<file path="config.mk">
export PLATFORM = sky130hd
export DESIGN_NAME = lut_pc_sequencer
export DESIGN_NICKNAME = d
export VERILOG_FILES = /design/src/rtl/seq_pkg.sv /design/src/rtl/lut_seq_counters.sv /design/src/rtl/lut_pc_sequencer.sv
export SDC_FILE = /design/constraint.sdc
export NUM_CORES = 1
export LEC_CHECK = 0
export CAP_MARGIN = 20
export CORE_MARGIN = 2
export CORE_UTILIZATION = 45
export DETAILED_ROUTE_END_ITERATION = 6
export HOLD_SLACK_MARGIN = 0.08
export PLACE_DENSITY = 0.87
export RECOVER_POWER = 100
export SLEW_MARGIN = 20
export SYNTH_ARGS = -nofsm -noshare
export SYNTH_HDL_FRONTEND = slang
export SYNTH_SLANG_ARGS = --single-unit
</file>
<file path="constraint.sdc">
create_clock -name clk -period 3.9 [get_ports clk]
set_input_delay 1.17 -clock clk [delete_from_list [all_inputs] [get_ports clk]]
set_output_delay 1.17 -clock clk [all_outputs]
set_load 0.1 [all_outputs]
</file>
<file path="src/rtl/seq_pkg.sv">
// Shared types and the PC target helper for the LUT program sequencer.
package seq_pkg;

  typedef enum logic [1:0] {
    IDLE = 2'd0,
    RUN  = 2'd1,
    DONE = 2'd2
  } seq_state_t;

  localparam int PC_W_DEF  = 9;
  localparam int IMM_W_DEF = 16;

  // The caller truncates the result to its PC width, so a relative branch
  // wraps modulo 2^PC_W and a negative immediate behaves as signed.
  function automatic logic [31:0] next_pc(input logic [31:0] pc,
                                          input logic [31:0] imm,
                                          input logic        jump,
                                          input logic        br_taken);
    if (jump)          return imm;
    else if (br_taken) return pc + imm;
    else               return pc + 32'd1;
  endfunction

endpackage

</file>
<file path="src/rtl/lut_seq_counters.sv">
// RUN-cycle and committed-instruction counters; built only with SEQ_CYCLE_CNT_EN.
module lut_seq_counters (
  input  logic        clk,
  input  logic        reset,
  input  logic        clear_i,
  input  logic        run_i,
  input  logic        commit_i,
  output logic [15:0] cycle_cnt_o,
  output logic [15:0] instr_cnt_o
);

  logic [15:0] cycle_cnt_q;
  logic [15:0] instr_cnt_q;

  // run_i is low outside RUN, so both counts freeze in DONE.
  always_ff @(posedge clk) begin
    if (reset || clear_i) begin
      cycle_cnt_q <= '0;
      instr_cnt_q <= '0;
    end else if (run_i) begin
      if (cycle_cnt_q != 16'hFFFF) cycle_cnt_q <= cycle_cnt_q + 16'd1;
      if (commit_i && instr_cnt_q != 16'hFFFF) instr_cnt_q <= instr_cnt_q + 16'd1;
    end
  end

  assign cycle_cnt_o = cycle_cnt_q;
  assign instr_cnt_o = instr_cnt_q;

endmodule

</file>
<file path="src/rtl/lut_pc_sequencer.sv">
// PC sequencer for the 9-bit instruction LUT decoder: IDLE/RUN/DONE FSM and PC.
// Optional RUN/commit counters are enabled by defining SEQ_CYCLE_CNT_EN.
module lut_pc_sequencer
  import seq_pkg::*;
#(
  parameter int PC_W     = PC_W_DEF,
  parameter int IMM_W    = IMM_W_DEF,
  parameter int START_PC = 0,
  parameter int MAX_PC   = 511
) (
  input  logic             clk,
  input  logic             reset,
  input  logic             start_i,
  input  logic             stall_i,
  input  logic             jump_i,
  input  logic             branch_i,
  input  logic             cond_i,
  input  logic             halt_i,
  input  logic [IMM_W-1:0] imm_pc_i,
  output logic [PC_W-1:0]  pc_o,
  output logic             busy_o,
  output logic             commit_o,
  output logic             done_o,
  output seq_state_t       state_o
`ifdef SEQ_CYCLE_CNT_EN
  ,
  output logic [15:0]      cycle_cnt_o,
  output logic [15:0]      instr_cnt_o
`endif
);

  localparam logic [PC_W-1:0] START_PC_L = PC_W'(START_PC);
  localparam logic [PC_W-1:0] MAX_PC_L   = PC_W'(MAX_PC);

  seq_state_t      state_q;
  logic [PC_W-1:0] pc_q;
  logic [PC_W-1:0] pc_d;
  logic            busy_q;
  logic            done_q;
  logic            br_taken;
  logic            start_acc;

  assign br_taken  = branch_i & cond_i;
  assign start_acc = start_i & (state_q != RUN);
  assign pc_d      = PC_W'(next_pc(32'(pc_q), 32'(imm_pc_i), jump_i, br_taken));

  // Priority inside RUN: stall, halt, jump, taken branch, fall-through.
  always_ff @(posedge clk) begin
    if (reset) begin
      state_q <= IDLE;
      pc_q    <= START_PC_L;
      busy_q  <= 1'b0;
      done_q  <= 1'b0;
    end else begin
      case (state_q)
        IDLE, DONE: begin
          if (start_i) begin
            state_q <= RUN;
            pc_q    <= START_PC_L;
            busy_q  <= 1'b1;
            done_q  <= 1'b0;
          end
        end
        RUN: begin
          if (stall_i) begin
            state_q <= RUN;
          end else if (halt_i) begin
            state_q <= DONE;
            busy_q  <= 1'b0;
            done_q  <= 1'b1;
          end else if (!jump_i && !br_taken && pc_q == MAX_PC_L) begin
            // Only sequential fall-through ends the program at MAX_PC.
            state_q <= DONE;
            busy_q  <= 1'b0;
            done_q  <= 1'b1;
          end else begin
            pc_q <= pc_d;
          end
        end
        default: begin
          state_q <= IDLE;
          pc_q    <= START_PC_L;
          busy_q  <= 1'b0;
          done_q  <= 1'b0;
        end
      endcase
    end
  end

  assign pc_o     = pc_q;
  assign busy_o   = busy_q;
  assign done_o   = done_q;
  assign state_o  = state_q;
  assign commit_o = busy_q & ~stall_i;

`ifdef SEQ_CYCLE_CNT_EN
  lut_seq_counters u_counters (
    .clk         (clk),
    .reset       (reset),
    .clear_i     (start_acc),
    .run_i       (busy_q),
    .commit_i    (commit_o),
    .cycle_cnt_o (cycle_cnt_o),
    .instr_cnt_o (instr_cnt_o)
  );
`else
  logic unused_start_acc;
  assign unused_start_acc = start_acc;
`endif

endmodule

</file>
==> flow_summary_export.csv, run 1 <==
group,metric,value,unit
die,std_cell_rows,18,
layout,layout-drive-gt1-share,6.90,%
layout,nNetsFinal,208,
die,ios,38,
die,die_h,53.8,µm
worst_hold_path,timing.hold.worst_endpoint,"done_o$_SDFFE_PP0P_",
yosys,syn_avg_cell_area,7.80,µm²
run,cap_violations,0,
routing,via_count,1163,
worst_setup_path,startpoint_type,"primary input",
global_routing,grt_pass1_wl,4.49,mm
layout,fin_util,56.9,%
worst_setup_path,r2r-end,"pc_o[3]$_SDFFE_PP0P_",
global_routing,grt_overflow_total,0,
timing,fmax,0.282,GHz
layout,syn_to_final_growth,22.8,%
cts,cts_sinks,13,
worst_setup_path,regToRegSetupSlack,1.64,ns
yosys,ys_seq_area_share,23.3,%
worst_setup_path,r2r_start,"pc_o[0]$_SDFFE_PP0P_",
timing,rsz0062_at_grt,"false",
cts,cts.reportedPaths.clkPinSlew,0.08,ns
die,fp.dieW,53.8,µm
yosys,synth_top_cell_area_share,23.3,%
timing,fin_crit_sh,91.0,%
cts,root_buffer,"clkbuf_4",
worst_hold_path,holdPathStages,2,
worst_setup_path,worst-path-max-fanout,7,
yosys,ys_types,44,
timing,relSlewSlack,22.1,%
cts,insertion_delay,0.27,ns
global_routing,antenna_found_initial,0,
cts,ctsHoldBuffers,0,
routing,viasPerCell,5.70,
timing,worst-slew-pin-transition,1.17,ns
global_routing,track_usage,20.8,%
placed_design,routabilityCongestion,0.859,
routing,wl,2.79,mm
layout,n_antenna_cell,0,
pwr,leakagePower,0.555,nW
pwr,vdd_drop_max,0.000236,V
cts,tritoncts,"done",
worst_setup_path,reg2reg_depth,6,
yosys,ys.flop_type,"dfxtp_1",
die,die_area,2890,µm²
worst_setup_path,setup.worst_path.end_class,"flop",
worst_setup_path,path_class,"primary input to flop",
cts,clk_path_buf_depth,2,
cts,cts-resized-gates,0,
yosys,synth.area.top_cells,"dfxtp_1 (23%), ha_1 (9.0%), nand3_1 (5.4%)",
layout,n_fill_cell,222,
die,start_util,46.3,%
worst_hold_path,hold_path_class,"flop to flop",
cts,cts_max_level,1,
yosys,synthCells,143,
placed_design,port_buffers,30,
yosys,yosys_warnings,0,
yosys,ys_ff_latch,13,
yosys,netlist_top_cells_count,"dfxtp_1 (13), nand2_1 (13), nand3_1 (12)",
yosys,syn_nets,176,
timing,period_minus_slack,3.55,ns
yosys,syn_area,1120,µm²
timing,hold_violations,0,
worst_hold_path,min_from,"done_o$_SDFFE_PP0P_",
worst_setup_path,crit_arrival,3.71,ns
placed_design,dpl.hpwl,2.13,mm
cts,numCtsBuffers,3,
routing,wl_per_cell,13.7,µm
timing,final_max_slew_viol_count,0,
yosys,synth_edf_count,0,
yosys,yosysTopAreaCell,"dfxtp_1",
routing,drt_pass1_iterations,4,
timing,skew,0.00169,ns
routing,drc_errors,0,
global_routing,grt_pass1_vias,1077,
yosys,async_reset_ff_share,0,%
worst_setup_path,required,4.06,ns
routing,ant_nets,0,
timing,fin_tns_setup,0,ns
outcome,outcome,"complete, no violations",
die,core_area,2410,µm²
pwr,power_density,247,nW/µm²
cts,post-cts-setup-buffers,0,
global_routing,grt_max_degree,21,
routing,drt_iter0_markers,36,
timing,setup_violations,0,
-- critical path, cell delays in order --
cell	delay, ns
dlygate4sd3_1	0.60
clkbuf_1	0.20
and3_1	0.20
ha_1	0.35
nand3_1	0.14
o21bai_1	0.20
a32o_1	0.25
a311oi_1	0.28
mux2i_1	0.23
nand3_1	0.09
-- sequential cells by signal, indices dropped and copies added (netlist names) --
register,cells
busy_o,1
pc_o,9
done_o,1
state_o,2
-- layout by cell type, fill, tap and decap left out, types with 3 or more instances in the layout --
cell type        netlist  final
clkdlybuf4s50_1        0     15
nand2_1               13     13
dfxtp_1               13     13
clkbuf_1               3     13
nand3_1               12     12
a21oi_1               11     12
o21ai_0               10     10
ha_1                   8      8
inv_1                  7      7
nor2_1                 7      7
and3_1                 6      6
nor2b_1                5      5
nand2b_1               3      3
o21bai_1               3      3
mux2i_1                3      3
clkbuf_4               0      3
dlygate4sd3_1          0      3
-- kinds of logic (layout without fill, tap and decap cells) --
family,Yosys count,after routing,share of synthesized area [%]
flip-flops,13,13,23.3
adder cells (fa/ha/maj),9,9,10.8
multiplexers,4,4,3.70
AO/OA/AOI/OAI,42,42,26.2
AND/OR/NAND/NOR,59,59,28.4
buffers and inverters,13,44,5.27
XOR/XNOR,3,3,2.35
-- where the power goes --
part,internal (W),switching [W],total (W)
clock,0.0000396,0.0000417,0.0000813
sequential,0.000137,0.00000492,0.000142
combinational,0.0000395,0.0000761,0.000116
total,0.000216,0.000123,0.000339
-- worst max-delay path by stage --
| stage | from | end | slack (ns) |
|---|---|---|---|
| floorplan | stall_i | commit_o | 0.22 |
| global placement | branch_i | pc_o[8]$_SDFFE_PP0P_ | 0.28 |
| detailed placement | branch_i | pc_o[8]$_SDFFE_PP0P_ | 0.26 |
| CTS | branch_i | pc_o[8]$_SDFFE_PP0P_ | 0.54 |
| global route | branch_i | pc_o[8]$_SDFFE_PP0P_ | 0.21 |
| finish | branch_i | pc_o[8]$_SDFFE_PP0P_ | 0.35 |
-- per-layer routing --
metal  wire [µm]  share of wire [%]  GRT usage, %
met1        1350                 48          26.3
met4          35                1.3          8.55
met5           0                  0             0
met3         140                5.0          2.78
met2        1270                 45          35.4
-- stage by stage --
stage                     total power, W  hold slack, ns  std cells  area (µm²)  worst slack, ns
after CTS                       0.000348           0.491        204        1450            0.539
after detailed placement        0.000267           0.475        200        1430            0.264
after global routing            0.000357           0.531        204        1370            0.205
after global placement          0.000265           0.471        200        1430            0.277
after floorplan                 0.000229           0.897        143        1120            0.225
final                           0.000339           0.481        204        1370            0.350
-- layout make-up --
class                   instances  area [µm²]  area share, %
multi-input cells             117         774           56.5
clock buffers                   4        26.3           1.92
inverters                       7        26.3           1.92
repair buffers                 33         245           17.9
flip-flops and latches         13         260           19.0
well taps                      30        37.5           2.74
Note: power is estimated with default switching activity, not from simulation.
==> run 2, diff against run 1 <==
Settings changed: RECOVER_POWER 100 to 50.
Clock period 3.9 ns to 3.7 ns, I/O delays scaled along.
==> flow_summary_export.csv, run 2 (same netlist as run 1, synthesis figures left out) <==
group,metric,value,unit
outcome,outcome,"complete, no violations",
worst_hold_path,hold_path_class,"flop to flop",
layout,n_antenna_cell,0,
worst_hold_path,holdPathStages,2,
worst_setup_path,startpoint_type,"primary input",
routing,viasPerCell,5.97,
cts,ctsHoldBuffers,0,
routing,drt_iter0_markers,36,
layout,nNetsFinal,208,
layout,final_common_cell,"clkdlybuf4s50_1",
worst_setup_path,worst-path-max-fanout,2,
routing,wl,3.05,mm
timing,skew,0.00692,ns
timing,relSlewSlack,21.8,%
cts,numCtsBuffers,3,
worst_setup_path,path_class,"primary input to flop",
die,die_h,53.8,µm
placed_design,routabilityCongestion,0.903,
timing,fin_tns_setup,0,ns
routing,ant_nets,0,
run,cap_violations,0,
placed_design,placed_cell_area,1420,µm²
layout,multi_input_area,797,µm²
layout,final_cell_mix,"clkdlybuf4s50_1 (16), clkbuf_1 (14), nand2_1 (13), dfxtp_1 (13), nand3_1 (12)",
global_routing,grt_max_degree,21,
cts,insertion_delay,0.28,ns
pwr,leakagePower,0.552,nW
placed_design,port_buffers,30,
die,die_area,2890,µm²
layout,fin_util,58.0,%
timing,setup_violations,0,
layout,design_area,1400,µm²
pwr,total_power,0.000364,W
pwr,vdd_drop_max,0.000232,V
die,fp.dieW,53.8,µm
routing,via_count,1217,
timing,period_minus_slack,3.35,ns
cts,cts.reportedPaths.clkPinSlew,0.08,ns
global_routing,antenna_found_initial,0,
die,ios,38,
worst_setup_path,reg2reg_depth,9,
timing,final_max_slew_viol_count,0,
cts,clk_path_buf_depth,2,
cts,cts_sinks,13,
global_routing,track_usage,22.6,%
worst_setup_path,setup.worst_path.end_class,"flop",
global_routing,grt_overflow_total,0,
die,core_area,2410,µm²
timing,worst-slew-pin-transition,1.18,ns
timing,fin_crit_sh,90.7,%
cts,tritoncts,"done",
die,start_util,46.3,%
cts,cts-resized-gates,0,
worst_setup_path,crit_arrival,3.53,ns
timing,fmax,0.298,GHz
layout,largest_reg_flops,9,
timing,rsz0062_at_grt,"false",
routing,drc_errors,0,
cts,post-cts-setup-buffers,0,
pwr,power_density,260,nW/µm²
cts,root_buffer,"clkbuf_4",
layout,seq_area,260,µm²
routing,drt_pass1_iterations,4,
cts,cts_max_level,1,
layout,n_fill_cell,224,
die,std_cell_rows,18,
layout,syn_to_final_growth,25.3,%
global_routing,grt_pass1_vias,1135,
routing,wl_per_cell,15.0,µm
global_routing,grt_pass1_wl,4.84,mm
placed_design,dpl.hpwl,2.40,mm
worst_setup_path,required,3.87,ns
layout,layout-drive-gt1-share,8.62,%
timing,hold_violations,0,
## run 2: through the flow
step / hold WS (ns) / instances / setup slack (ns)
2_1_floorplan: 0.897 / 143 / 0.145
3_3_place_gp: 0.472 / 200 / 0.128
3_5_place_dp: 0.482 / 200 / 0.0620
4_1_cts: 0.497 / 204 / 0.362
5_1_grt: 0.533 / 204 / 0.210
6_report: 0.490 / 204 / 0.345
## run 2: final timing paths
path | startpoint | end | slack [ns]
setup / recovery | imm_pc_i[0] | pc_o[8]$_SDFFE_PP0P_ | 0.35
hold / removal | done_o$_SDFFE_PP0P_ | done_o$_SDFFE_PP0P_ | 0.49
setup reg to reg | pc_o[0]$_SDFFE_PP0P_ | pc_o[8]$_SDFFE_PP0P_ | 1.40
hold reg to reg | done_o$_SDFFE_PP0P_ | done_o$_SDFFE_PP0P_ | 0.49
## run 2: routing by layer
layer / vias up / track usage (%) / routed length, µm
met5: - / 0 / 0
li1: 586 / - / -
met3: 9 / 3.61 / 199
met1: 573 / 27.1 / 1290
met2: 49 / 38.6 / 1510
met4: 0 / 11.1 / 58
## run 2: power breakdown
part           total [W]  switching (W)  internal [W]  leakage (nW)
clock          0.0000868      0.0000449     0.0000419        0.0150
sequential      0.000150     0.00000541      0.000145         0.106
combinational   0.000127      0.0000836     0.0000436         0.432
## run 2: area by class of cell
class / count / share of cell area (%)
clock buffer: 4 / 1.88
sequential: 13 / 18.6
timing repair buffer: 33 / 18.0
inverter: 7 / 1.88
multi-input combinational: 117 / 57.0
tap: 30 / 2.68
## run 2: critical path: stages
cell and delay [ns]:
clkdlybuf4s50_1 0.49, nand3b_1 0.13, ha_1 0.18, inv_1 0.06
fa_1 0.39, nor2b_1 0.18, o21bai_1 0.12, a32o_1 0.27
a311oi_1 0.29, mux2i_1 0.24, nand3_1 0.08
==> run 3, diff against run 2 <==
Settings changed: GPL_ROUTABILITY_DRIVEN set to 1.
==> results of run 3 <==
No change in the layout: final DEF, timing and power equal those of run 2.
